`config.mk`:
```
export PLATFORM = sky130hd
export DESIGN_NAME = arbitro_paralelo_serial
export DESIGN_NICKNAME = d
export VERILOG_FILES = /design/src/rtl/arbitro_paralelo_serial.sv
export SDC_FILE = /design/constraint.sdc
export NUM_CORES = 1
export LEC_CHECK = 0
export CORE_ASPECT_RATIO = 1.5
export CORE_UTILIZATION = 40
export CTS_CLUSTER_SIZE = 20
export DETAILED_ROUTE_END_ITERATION = 10
export PLACE_DENSITY = 0.76
export SLEW_MARGIN = 20
export SYNTH_ARGS = -nofsm -noshare
export SYNTH_HDL_FRONTEND = slang
export SYNTH_SLANG_ARGS = --single-unit
```
`constraint.sdc`:
```
create_clock -name clk4_f -period 3.95 [get_ports clk4_f]
set_input_delay 0.9875 -clock clk4_f [delete_from_list [all_inputs] [get_ports clk4_f]]
set_output_delay 0.9875 -clock clk4_f [all_outputs]
set_load 0.05 [all_outputs]
```
`src/rtl/arbitro_paralelo_serial.sv`:
```
// -----------------------------------------------------------------------------
// arbitro_paralelo_serial
//
// Round-robin scheduler that shares one parallel-to-serial converter among
// N_REQ byte sources (lane FIFOs) in the transmit path. After reset it sends
// INIT_COMMAS idle commas. It then grants the converter to one source at a
// time, for bursts of up to MAX_BURST bytes.
//
// Ports
//   clk4_f     in   byte-rate clock, all logic on its rising edge
//   reset      in   asynchronous, active-high reset
//   valid_in   in   [N_REQ]     per-source "byte available"
//   data_in    in   [N_REQ*BW]  source i occupies bits [i*BW +: BW]
//   pop        out  [N_REQ]     combinational, one-hot or zero; the source
//                               consumes its byte on the edge where it is set
//   data_out   out  [BW]        registered byte to the serializer
//   valid_out  out              registered, 1 = data_out is payload
//   grant      out  [N_REQ]     registered one-hot owner of data_out, 0 idle
//   active     out              registered, 1 once initialisation is complete
// -----------------------------------------------------------------------------
module arbitro_paralelo_serial #(
  parameter int            N_REQ       = 4,
  parameter int            BW          = 8,
  parameter int            MAX_BURST   = 4,
  parameter int            INIT_COMMAS = 4,
  parameter logic [BW-1:0] IDLE_SYM    = BW'(8'hBC)
) (
  input  logic                clk4_f,
  input  logic                reset,
  input  logic [N_REQ-1:0]    valid_in,
  input  logic [N_REQ*BW-1:0] data_in,
  output logic [N_REQ-1:0]    pop,
  output logic [BW-1:0]       data_out,
  output logic                valid_out,
  output logic [N_REQ-1:0]    grant,
  output logic                active
);

  localparam int PTR_W = $clog2(N_REQ);
  localparam int BC_W  = $clog2(MAX_BURST + 1);
  localparam int IC_W  = $clog2(INIT_COMMAS + 1);

  localparam logic [PTR_W:0]     N_REQ_W    = (PTR_W + 1)'(N_REQ);
  localparam logic [PTR_W-1:0]   LAST_IDX   = PTR_W'(N_REQ - 1);
  localparam logic [BC_W-1:0]    BURST_LAST = BC_W'(MAX_BURST - 1);
  localparam logic [IC_W-1:0]    INIT_LAST  = IC_W'(INIT_COMMAS - 1);
  localparam logic [N_REQ-1:0]   ONE_HOT0   = N_REQ'(1);

  typedef enum logic [1:0] {
    ST_INIT   = 2'd0,
    ST_SELECT = 2'd1,
    ST_BURST  = 2'd2
  } state_t;

  state_t             r_state;
  logic [PTR_W-1:0]   r_ptr;
  logic [PTR_W-1:0]   r_owner;
  logic [BC_W-1:0]    r_burst_cnt;
  logic [IC_W-1:0]    r_init_cnt;
  logic [BW-1:0]      r_data;
  logic               r_valid;
  logic [N_REQ-1:0]   r_grant;
  logic               r_active;

  state_t             w_state_nxt;
  logic [PTR_W-1:0]   w_ptr_nxt;
  logic [PTR_W-1:0]   w_owner_nxt;
  logic [BC_W-1:0]    w_burst_nxt;
  logic [IC_W-1:0]    w_init_nxt;
  logic [BW-1:0]      w_data_nxt;
  logic               w_valid_nxt;
  logic [N_REQ-1:0]   w_grant_nxt;
  logic               w_active_nxt;
  logic [N_REQ-1:0]   w_pop;

  // Per-source byte view of the flat input bus.
  logic [BW-1:0] w_bytes [N_REQ];
  for (genvar gi = 0; gi < N_REQ; gi++) begin : g_bytes
    assign w_bytes[gi] = data_in[gi*BW +: BW];
  end

  // Round-robin search: rotate valid_in so that bit 0 is the source at ptr,
  // take the lowest set bit, then map the offset back to a source index.
  logic [2*N_REQ-1:0] w_valid2;
  logic [N_REQ-1:0]   w_rot;
  logic               w_found;
  logic [PTR_W-1:0]   w_off;
  logic [PTR_W:0]     w_sum;
  logic [PTR_W-1:0]   w_sel;
  logic [PTR_W-1:0]   w_sel_inc;

  assign w_valid2 = {valid_in, valid_in};
  assign w_rot    = w_valid2[r_ptr +: N_REQ];

  always_comb begin
    w_found = 1'b0;
    w_off   = '0;
    // Scanning downwards lets the lowest offset win the last assignment.
    for (int j = N_REQ - 1; j >= 0; j--) begin
      if (w_rot[j]) begin
        w_found = 1'b1;
        w_off   = PTR_W'(j);
      end
    end
  end

  assign w_sum     = {1'b0, r_ptr} + {1'b0, w_off};
  assign w_sel     = (w_sum >= N_REQ_W) ? PTR_W'(w_sum - N_REQ_W) : w_sum[PTR_W-1:0];
  assign w_sel_inc = (w_sel == LAST_IDX) ? '0 : w_sel + 1'b1;

  // Next-state and next-output logic.
  always_comb begin
    // NOTE: every signal gets a default first so no path through the case
    // leaves it unassigned, which would otherwise infer a latch.
    w_state_nxt  = r_state;
    w_ptr_nxt    = r_ptr;
    w_owner_nxt  = r_owner;
    w_burst_nxt  = r_burst_cnt;
    w_init_nxt   = r_init_cnt;
    w_data_nxt   = IDLE_SYM;
    w_valid_nxt  = 1'b0;
    w_grant_nxt  = r_grant;
    w_active_nxt = r_active;
    w_pop        = '0;

    case (r_state)
      ST_INIT: begin
        w_grant_nxt = '0;
        w_init_nxt  = r_init_cnt + 1'b1;
        if (r_init_cnt == INIT_LAST) begin
          w_active_nxt = 1'b1;
          w_state_nxt  = ST_SELECT;
        end
      end

      ST_SELECT: begin
        if (w_found) begin
          w_pop       = ONE_HOT0 << w_sel;
          w_data_nxt  = w_bytes[w_sel];
          w_valid_nxt = 1'b1;
          w_grant_nxt = ONE_HOT0 << w_sel;
          w_owner_nxt = w_sel;
          w_burst_nxt = BC_W'(1);
          w_ptr_nxt   = w_sel_inc;
          w_state_nxt = (MAX_BURST > 1) ? ST_BURST : ST_SELECT;
        end else begin
          w_grant_nxt = '0;
        end
      end

      ST_BURST: begin
        if (valid_in[r_owner]) begin
          w_pop       = ONE_HOT0 << r_owner;
          w_data_nxt  = w_bytes[r_owner];
          w_valid_nxt = 1'b1;
          w_burst_nxt = r_burst_cnt + 1'b1;
          if (r_burst_cnt == BURST_LAST) begin
            w_state_nxt = ST_SELECT;
          end
        end else begin
          // Owner ran dry: one bubble, then arbitration resumes at owner+1
          // because ptr already moved past it when the burst was granted.
          w_grant_nxt = '0;
          w_state_nxt = ST_SELECT;
        end
      end

      default: begin
        w_state_nxt = ST_INIT;
      end
    endcase
  end

  always_ff @(posedge clk4_f or posedge reset) begin
    if (reset) begin
      r_state     <= ST_INIT;
      r_ptr       <= '0;
      r_owner     <= '0;
      r_burst_cnt <= '0;
      r_init_cnt  <= '0;
      r_data      <= '0;
      r_valid     <= 1'b0;
      r_grant     <= '0;
      r_active    <= 1'b0;
    end else begin
      // NOTE: non-blocking assignments so every register samples the values
      // computed from pre-edge state, independent of statement order.
      r_state     <= w_state_nxt;
      r_ptr       <= w_ptr_nxt;
      r_owner     <= w_owner_nxt;
      r_burst_cnt <= w_burst_nxt;
      r_init_cnt  <= w_init_nxt;
      r_data      <= w_data_nxt;
      r_valid     <= w_valid_nxt;
      r_grant     <= w_grant_nxt;
      r_active    <= w_active_nxt;
    end
  end

  // pop only ever fires in SELECT/BURST, and reset forces INIT, so it is
  // zero for as long as reset is held.
  assign pop       = w_pop;
  assign data_out  = r_data;
  assign valid_out = r_valid;
  assign grant     = r_grant;
  assign active    = r_active;

endmodule
```
==> results_dict.tcl, run 1 <==
set metrics [dict create \
    status "finished clean" \
    synth_edf_count 0 \
    p_int_mw 1.615 \
    synth-compound-area-share 0.1920 \
    dieArea_um2 6348 \
    synth-simple-area-share 0.1832 \
    root_buffer "clkbuf_8" \
    synth-seq-cells 26 \
    clk_path_buf_depth 2 \
    min_path_type "reg2reg" \
    fmax_mhz 261.2 \
    worst_pin_slew_ns 0.9754 \
    finalHoldViolations 0 \
    postRouteAntennaNets 0 \
    drt_iter0_drc 102 \
    yosysSeqAreaShare 0.2698 \
    switchingPower_mw 1.476 \
    p_per_area_nw_per_um2 929.4 \
    cts_tree "built" \
    cap_violations 0 \
    cts_sinks 26 \
    mappedNetlistArea_um2 2411 \
    synth_top_area_cell "dfrtp_1" \
    synthArstFlopShare 1.000 \
    synth.distinct_cells 53 \
    muxShareOfSynthArea 0.1853 \
    hold_ws_ns 0.4751 \
    num_rows 34 \
    syn_nets 312 \
    holdBufCountCts 0 \
    synthTopCellsByArea "dfrtp_1 (27%), mux2i_1 (8.7%), mux4_2 (7.5%)" \
    synthCells 264 \
    wire_per_inst_um 16.06 \
    antenna_found_initial 0 \
    viasPerCell 5.833 \
    cpMaxStageDelayCell "dlygate4sd2_1" \
    critical_path.max_stage_delay_ns 0.30 \
    via_count 2304 \
    wirelength_um 6342 \
    port_buffers 55 \
    fin_skew_ns 0.01207 \
    fin_util 0.5748 \
    grt_pass1_wl_um 10790 \
    die_w_um 65.39 \
    seqPwrFrac 0.169 \
    die_y_um 97.09 \
    hpwl_um 4737 \
    ys_warn_count 0 \
    critPathLaunchType "primary input" \
    slew_viol_final 0 \
    synth_top_family_by_area "compound AO/OA/AOI/OAI gates" \
    finalSetupViolations 0 \
    globalplace.congestion 0.8591 \
    arrival_ns 2.84 \
    grt_max_degree 27 \
    drive_gt1_frac 0.1920 \
    pwr-share-comb 0.757 \
    ys_dominant_reg_cell "dfrtp_1" \
    clk_latency_ns 0.28 \
    period_needed_ns 3.828 \
    ff2ff_path_depth 10 \
    diodes 0 \
    coreArea_um2 5786 \
    dr.pass1.iters 4 \
    leakagePower_nw 1.368 \
    crit_type "in2out" \
    synth_top_area_frac 0.2698 \
    synth-adder-area-share 0.05189 \
    path_cells "dlygate4sd2_1 > nor2_1 > o21ai_0 > nor2_1 > a21oi_1 > o21ai_2 > ha_4 > buf_4 > xnor2_4 > xnor2_2 > o32ai_2 > buf_12" \
    tns_ns 0 \
    crit_top_cell "nor2_1" \
    start_util 0.4167 \
    track_usage 0.2161 \
    ir_drop_v 0.0007968 \
    synth_xor_area_frac 0.04878 \
    avgSynthCellArea_um2 9.133 \
    n_fill_cell 519 \
    place_ws_ns -0.2680 \
    end_kind "output pin" \
    worstPathMaxFanout 4 \
    post-route-period-util 0.9692 \
    power_frac_clock 0.074 \
    relSlewSlack 0.3457 \
    grt_pass1_vias 2312 \
    r2r_slack_ns 1.11 \
    clk_pin_slew_ns 0.09 \
    nNetsFinal 372 \
    rsz0062_at_grt "false" \
    p_sw_frac 0.4776 \
    numCtsBuffers 3 \
    cp.required_ns 2.96 \
    fin_ws_ns 0.1217 \
    hold_depth 1 \
    drc 0 \
    area_growth_pct 37.93 \
    ioPinCount 56 \
    htreeDepth 1 \
    overflow 0 \
]
cell families after synthesis:
group                      count (synthesis)
AOI/OAI and AO/OA                         64
xor gates and xnor gates                   8
adders and majority gates                 10
buffers and inverters                     34
DFF                                       26
muxes                                     34
and+or+nand+nor                           88
flip-flops by register name (all words and copies together) (netlist names), 2 cells and up:
name	flops
data_out	8
grant	4
r_burst_cnt	3
r_init_cnt	3
r_owner	2
r_ptr	2
r_state	2
routing by layer:
layer | GRT usage | vias to the layer above | wire length [um]
li1 | - | 1099 | -
met3 | 0.01408 | 10 | 201
met5 | 0 | - | 0
met1 | 0.2586 | 1138 | 2514
met4 | 0.08361 | 0 | 138
met2 | 0.3894 | 57 | 3488
power by group through the flow:
stage	Clock (mW)	Sequential, mW	Combinational, mW
floorplan	0	0.624	1.42
finish	0.228	0.523	2.34
global placement	0	0.517	2.19
global route	0.242	0.543	2.52
detailed placement	0	0.522	2.22
CTS	0.229	0.524	2.33
worst paths after layout:
kind	startpoint	end
hold / removal	active	active
setup reg to reg	r_ptr[0]	data_out[3]
max in group asynchronous	reset	grant[3]
min in group asynchronous	reset	data_out[2]
hold reg to reg	active	active
setup / recovery	valid_in[2]	pop[0]
cells in the final DEF, fill, tap and decap left out, drive strengths merged, types with 2 or more instances in the layout:
cell / Yosys / routed
o21ai: 15 / 15
o22ai: 3 / 3
buf: 17 / 27
a22oi: 2 / 2
and3: 4 / 4
a21o: 2 / 2
and2: 3 / 3
dlygate4sd2: 0 / 4
o31ai: 2 / 2
mux4: 8 / 8
nor4: 2 / 2
nand2b: 3 / 3
nand4: 5 / 5
nand3b: 2 / 2
or3: 8 / 8
a21oi: 8 / 8
o211ai: 3 / 3
clkbuf: 6 / 3
o311ai: 8 / 8
nand3: 3 / 3
a311oi: 4 / 4
xnor2: 6 / 6
nor2: 28 / 28
a31oi: 2 / 2
a211o: 4 / 4
mux2i: 21 / 21
o32ai: 2 / 2
clkdlybuf4s50: 0 / 47
inv: 11 / 10
a22o: 3 / 3
nor3: 8 / 8
nor2b: 2 / 2
dfrtp: 26 / 26
ha: 10 / 10
mux2: 5 / 5
nand2: 18 / 18
stage by stage:
step	instances	instance area, um2	power, mW
6_report	395	3326	3.091
5_1_grt	395	3326	3.300
4_1_cts	395	3326	3.085
3_5_place_dp	391	3167	2.745
3_3_place_gp	391	3167	2.703
2_1_floorplan	264	2426	2.039
final cells by class:
cell class,instances,area (um2),share of cell area
well taps,72,90.09,0.02709
multi-input cells,204,1687,0.5071
inverters,11,41.29,0.01242
clock inverters,1,30.03,0.009029
flip-flops and latches,26,650.6,0.1956
repair buffers,78,785.8,0.2363
clock buffers,3,41.29,0.01242
critical path, delay by kind of cell:
family,cells,cell delay (ns)
buffers and inverters,3,0.64
adders and majority gates,1,0.19
AOI/OAI and AO/OA,4,0.56
and+or+nand+nor,2,0.15
xor gates and xnor gates,2,0.30
cells in the mapped netlist, types with 3 or more instances:
cell,instances
buf_6,3
nor3_1,8
dfrtp_1,26
o211ai_1,3
clkbuf_1,6
nand4_1,5
nand3_1,3
buf_2,13
o21ai_0,14
xnor2_1,3
ha_1,10
a22o_1,3
mux4_2,8
a21oi_1,8
mux2i_1,21
nor2_1,28
inv_1,11
a211o_1,4
o311ai_0,8
a311oi_1,4
or3_1,8
mux2_2,5
and3_1,4
nand2_1,18
and2_1,3
timing repair:
| action | 4_1_cts | 5_1_grt |
|---|---|---|
| resized for setup | 22 | 0 |
| buffers inserted | 0 | 0 |
| endpoints found under the setup margin | 4 | 0 |
(Power assumes the default switching activity.)
==> run 2: changes to the inputs <==
Settings changed: ABC_AREA set to 1, CORE_UTILIZATION 40 to 48, PLACE_DENSITY 0.76 to 0.9.
==> run 2 against run 1 <==
  * Sequential power decreased by 13%
  * Global-route usage increased by 6.0 points
  * Power down 9.2%
  * Non-clock buffer count rose by 1
  * Die area fell by 30%
  * Sequential cell count did not move
  * Fmax fell by 2.3%
  * Clock power decreased by 35%
  * Wire length decreased by 12%
  * Clock-buffer cell count stayed put
==> results_dict.tcl, run 2 <==
set metrics [dict create \
    synthTopCellsByArea "dfrtp_1 (32%), nand2_1 (14%), ha_1 (6.2%)" \
    overflow 0 \
    largest_register_ffs 8 \
    synth_top_area_frac 0.3232 \
    crit_type "in2out" \
    hold_ws_ns 0.4812 \
    slew_viol_final 0 \
    post-route-period-util 0.9925 \
    relSlewSlack 0.3528 \
    end_kind "output pin" \
    stdcell_count 398 \
    fmax_mhz 255.1 \
    ys_warn_count 0 \
    mappedNetlistArea_um2 2013 \
    wire_per_inst_um 13.95 \
    worst_pin_slew_ns 0.9697 \
    htreeDepth 1 \
    synth_top_area_cell "dfrtp_1" \
    die_y_um 81.32 \
    finalHoldViolations 0 \
    dpl_cell_area_um2 2796 \
    syn_nets 328 \
    drt_iter0_drc 89 \
    synthCells 280 \
    finalSetupViolations 0 \
    num_rows 28 \
    synth_edf_count 0 \
    period_needed_ns 3.920 \
    grt_pass1_wl_um 9101 \
    start_util 0.5041 \
    globalplace.congestion 0.9519 \
    via_count 2168 \
    r2r_slack_ns 1.56 \
    worstPathMaxFanout 3 \
    drive_gt1_frac 0.2125 \
    antenna_found_initial 0 \
    ys_top_cells_by_count "nand2_1 (76), inv_1 (33), dfrtp_1 (26)" \
    dr.pass1.iters 4 \
    path_buf_inv 4 \
    root_buffer "clkbuf_8" \
    track_usage 0.2757 \
    wirelength_um 5553 \
    clk_path_buf_depth 2 \
    cap_violations 0 \
    dieArea_um2 4463 \
    synth-seq-cells 26 \
    path_cells "clkdlybuf4s15_1 > nand2_1 > nand3_1 > nand2_1 > nand3_2 > a21boi_2 > ha_2 > xor2_2 > buf_4 > nand2_4 > nand2_4 > buf_6 > nand3_4 > a21oi_4 > buf_12" \
    synth.distinct_cells 33 \
    clk_latency_ns 0.27 \
    ir_drop_v 0.0007923 \
    die_w_um 54.88 \
    area_growth_pct 44.06 \
    placed_cells 394 \
    layout_common_cells "nand2_1 (74), clkdlybuf4s50_1 (47), inv_1 (31)" \
    status "finished clean" \
    fin_skew_ns 0.004350 \
    postRouteAntennaNets 0 \
    cts_sinks 26 \
    numCtsBuffers 3 \
    avgSynthCellArea_um2 7.190 \
    nNetsFinal 403 \
    cp.required_ns 2.96 \
    min_path_type "reg2reg" \
    synthArstFlopShare 1.000 \
    clk_pin_slew_ns 0.09 \
    p_total_mw 2.806 \
    yosysMostFrequentCell "nand2_1" \
    final_cell_area_um2 2900 \
    critical_path.max_stage_delay_ns 0.22 \
    port_buffers 55 \
    ioPinCount 56 \
    hpwl_um 4261 \
    p_per_area_nw_per_um2 967.7 \
    viasPerCell 5.447 \
    mostFrequentLayoutCell "nand2_1" \
    drc 0 \
    cpMaxStageDelayCell "ha_2" \
    ys_dominant_reg_cell "dfrtp_1" \
    leakagePower_nw 1.341 \
    crit_family "buffers and inverters" \
    arrival_ns 2.93 \
    diodes 0 \
    grt_max_degree 30 \
    grt_pass1_vias 2077 \
    yosysSeqAreaShare 0.3232 \
    coreArea_um2 3994 \
    n_fill_cell 308 \
    critPathLaunchType "primary input" \
    cts_tree "built" \
]
==> run 2: changes by cell type in the layout (fill, tap and decap cells not counted), sizes merged, moves of 11 or more <==
cell   change
nand2     +69
inv       +27
nand3     +24
mux2i     -17
nor2      -13
a21oi     +11
==> run 2: final cells by class <==
| class | count | area (um2) | area share |
|---|---|---|---|
| multi-input combinational | 207 | 1239 | 0.4271 |
| timing repair buffer | 79 | 764.5 | 0.2636 |
| sequential | 26 | 650.6 | 0.2243 |
| inverter | 38 | 148.9 | 0.05134 |
| tap | 45 | 56.30 | 0.01941 |
| clock buffer | 3 | 41.29 | 0.01424 |
==> run 2: path summary, 6_finish.rpt <==
path,startpoint,to,cells past startpoint
setup / recovery,valid_in[0],pop[3],15
hold / removal,r_init_cnt[0],r_init_cnt[0],1
setup reg to reg,r_ptr[1],data_out[6],10
min in group asynchronous,reset,grant[3],2
hold reg to reg,r_init_cnt[0],r_init_cnt[0],1
max in group asynchronous,reset,r_burst_cnt[1],2
==> run 2: metrics by stage <==
step	util	setup TNS, ns	setup slack [ns]
6_report	0.7262	0	0.02964
5_1_grt	0.7262	-0.06953	-0.03680
4_1_cts	0.7146	0	0.008223
3_5_place_dp	0.7002	-1.015	-0.2725
3_3_place_gp	0.7002	-0.7480	-0.1964
2_1_floorplan	-	-0.02853	-0.02853
==> run 2: report_power, final <==
part           total [mW]  internal, mW  switching, mW
clock               0.149        0.0685         0.0808
sequential          0.454         0.374         0.0804
combinational        2.20         0.869           1.33
==> run 2: metal layers <==
layer,up-vias,global-route usage,part of all wire
li1,1064,-,-
met1,992,0.3276,0.39
met2,96,0.4735,0.53
met3,16,0.02809,0.056
met4,0,0.1282,0.024
met5,-,0,0
==> run 2: cells by family after synthesis <==
kind of cell,Yosys count,synth area share
AOI/OAI and AO/OA,59,0.1759
and+or+nand+nor,132,0.3083
DFF,26,0.3232
buffers and inverters,47,0.1019
xor gates and xnor gates,2,0.008703
adders and majority gates,10,0.06215
muxes,4,0.01989
==> run 2: timing repair <==
item | 4_1_cts | 5_1_grt
hold buffers | 0 | 0
setup endpoints to repair | 4 | 4
pin swaps | 4 | 8
resized for setup | 10 | 17
buffers inserted | 1 | 0
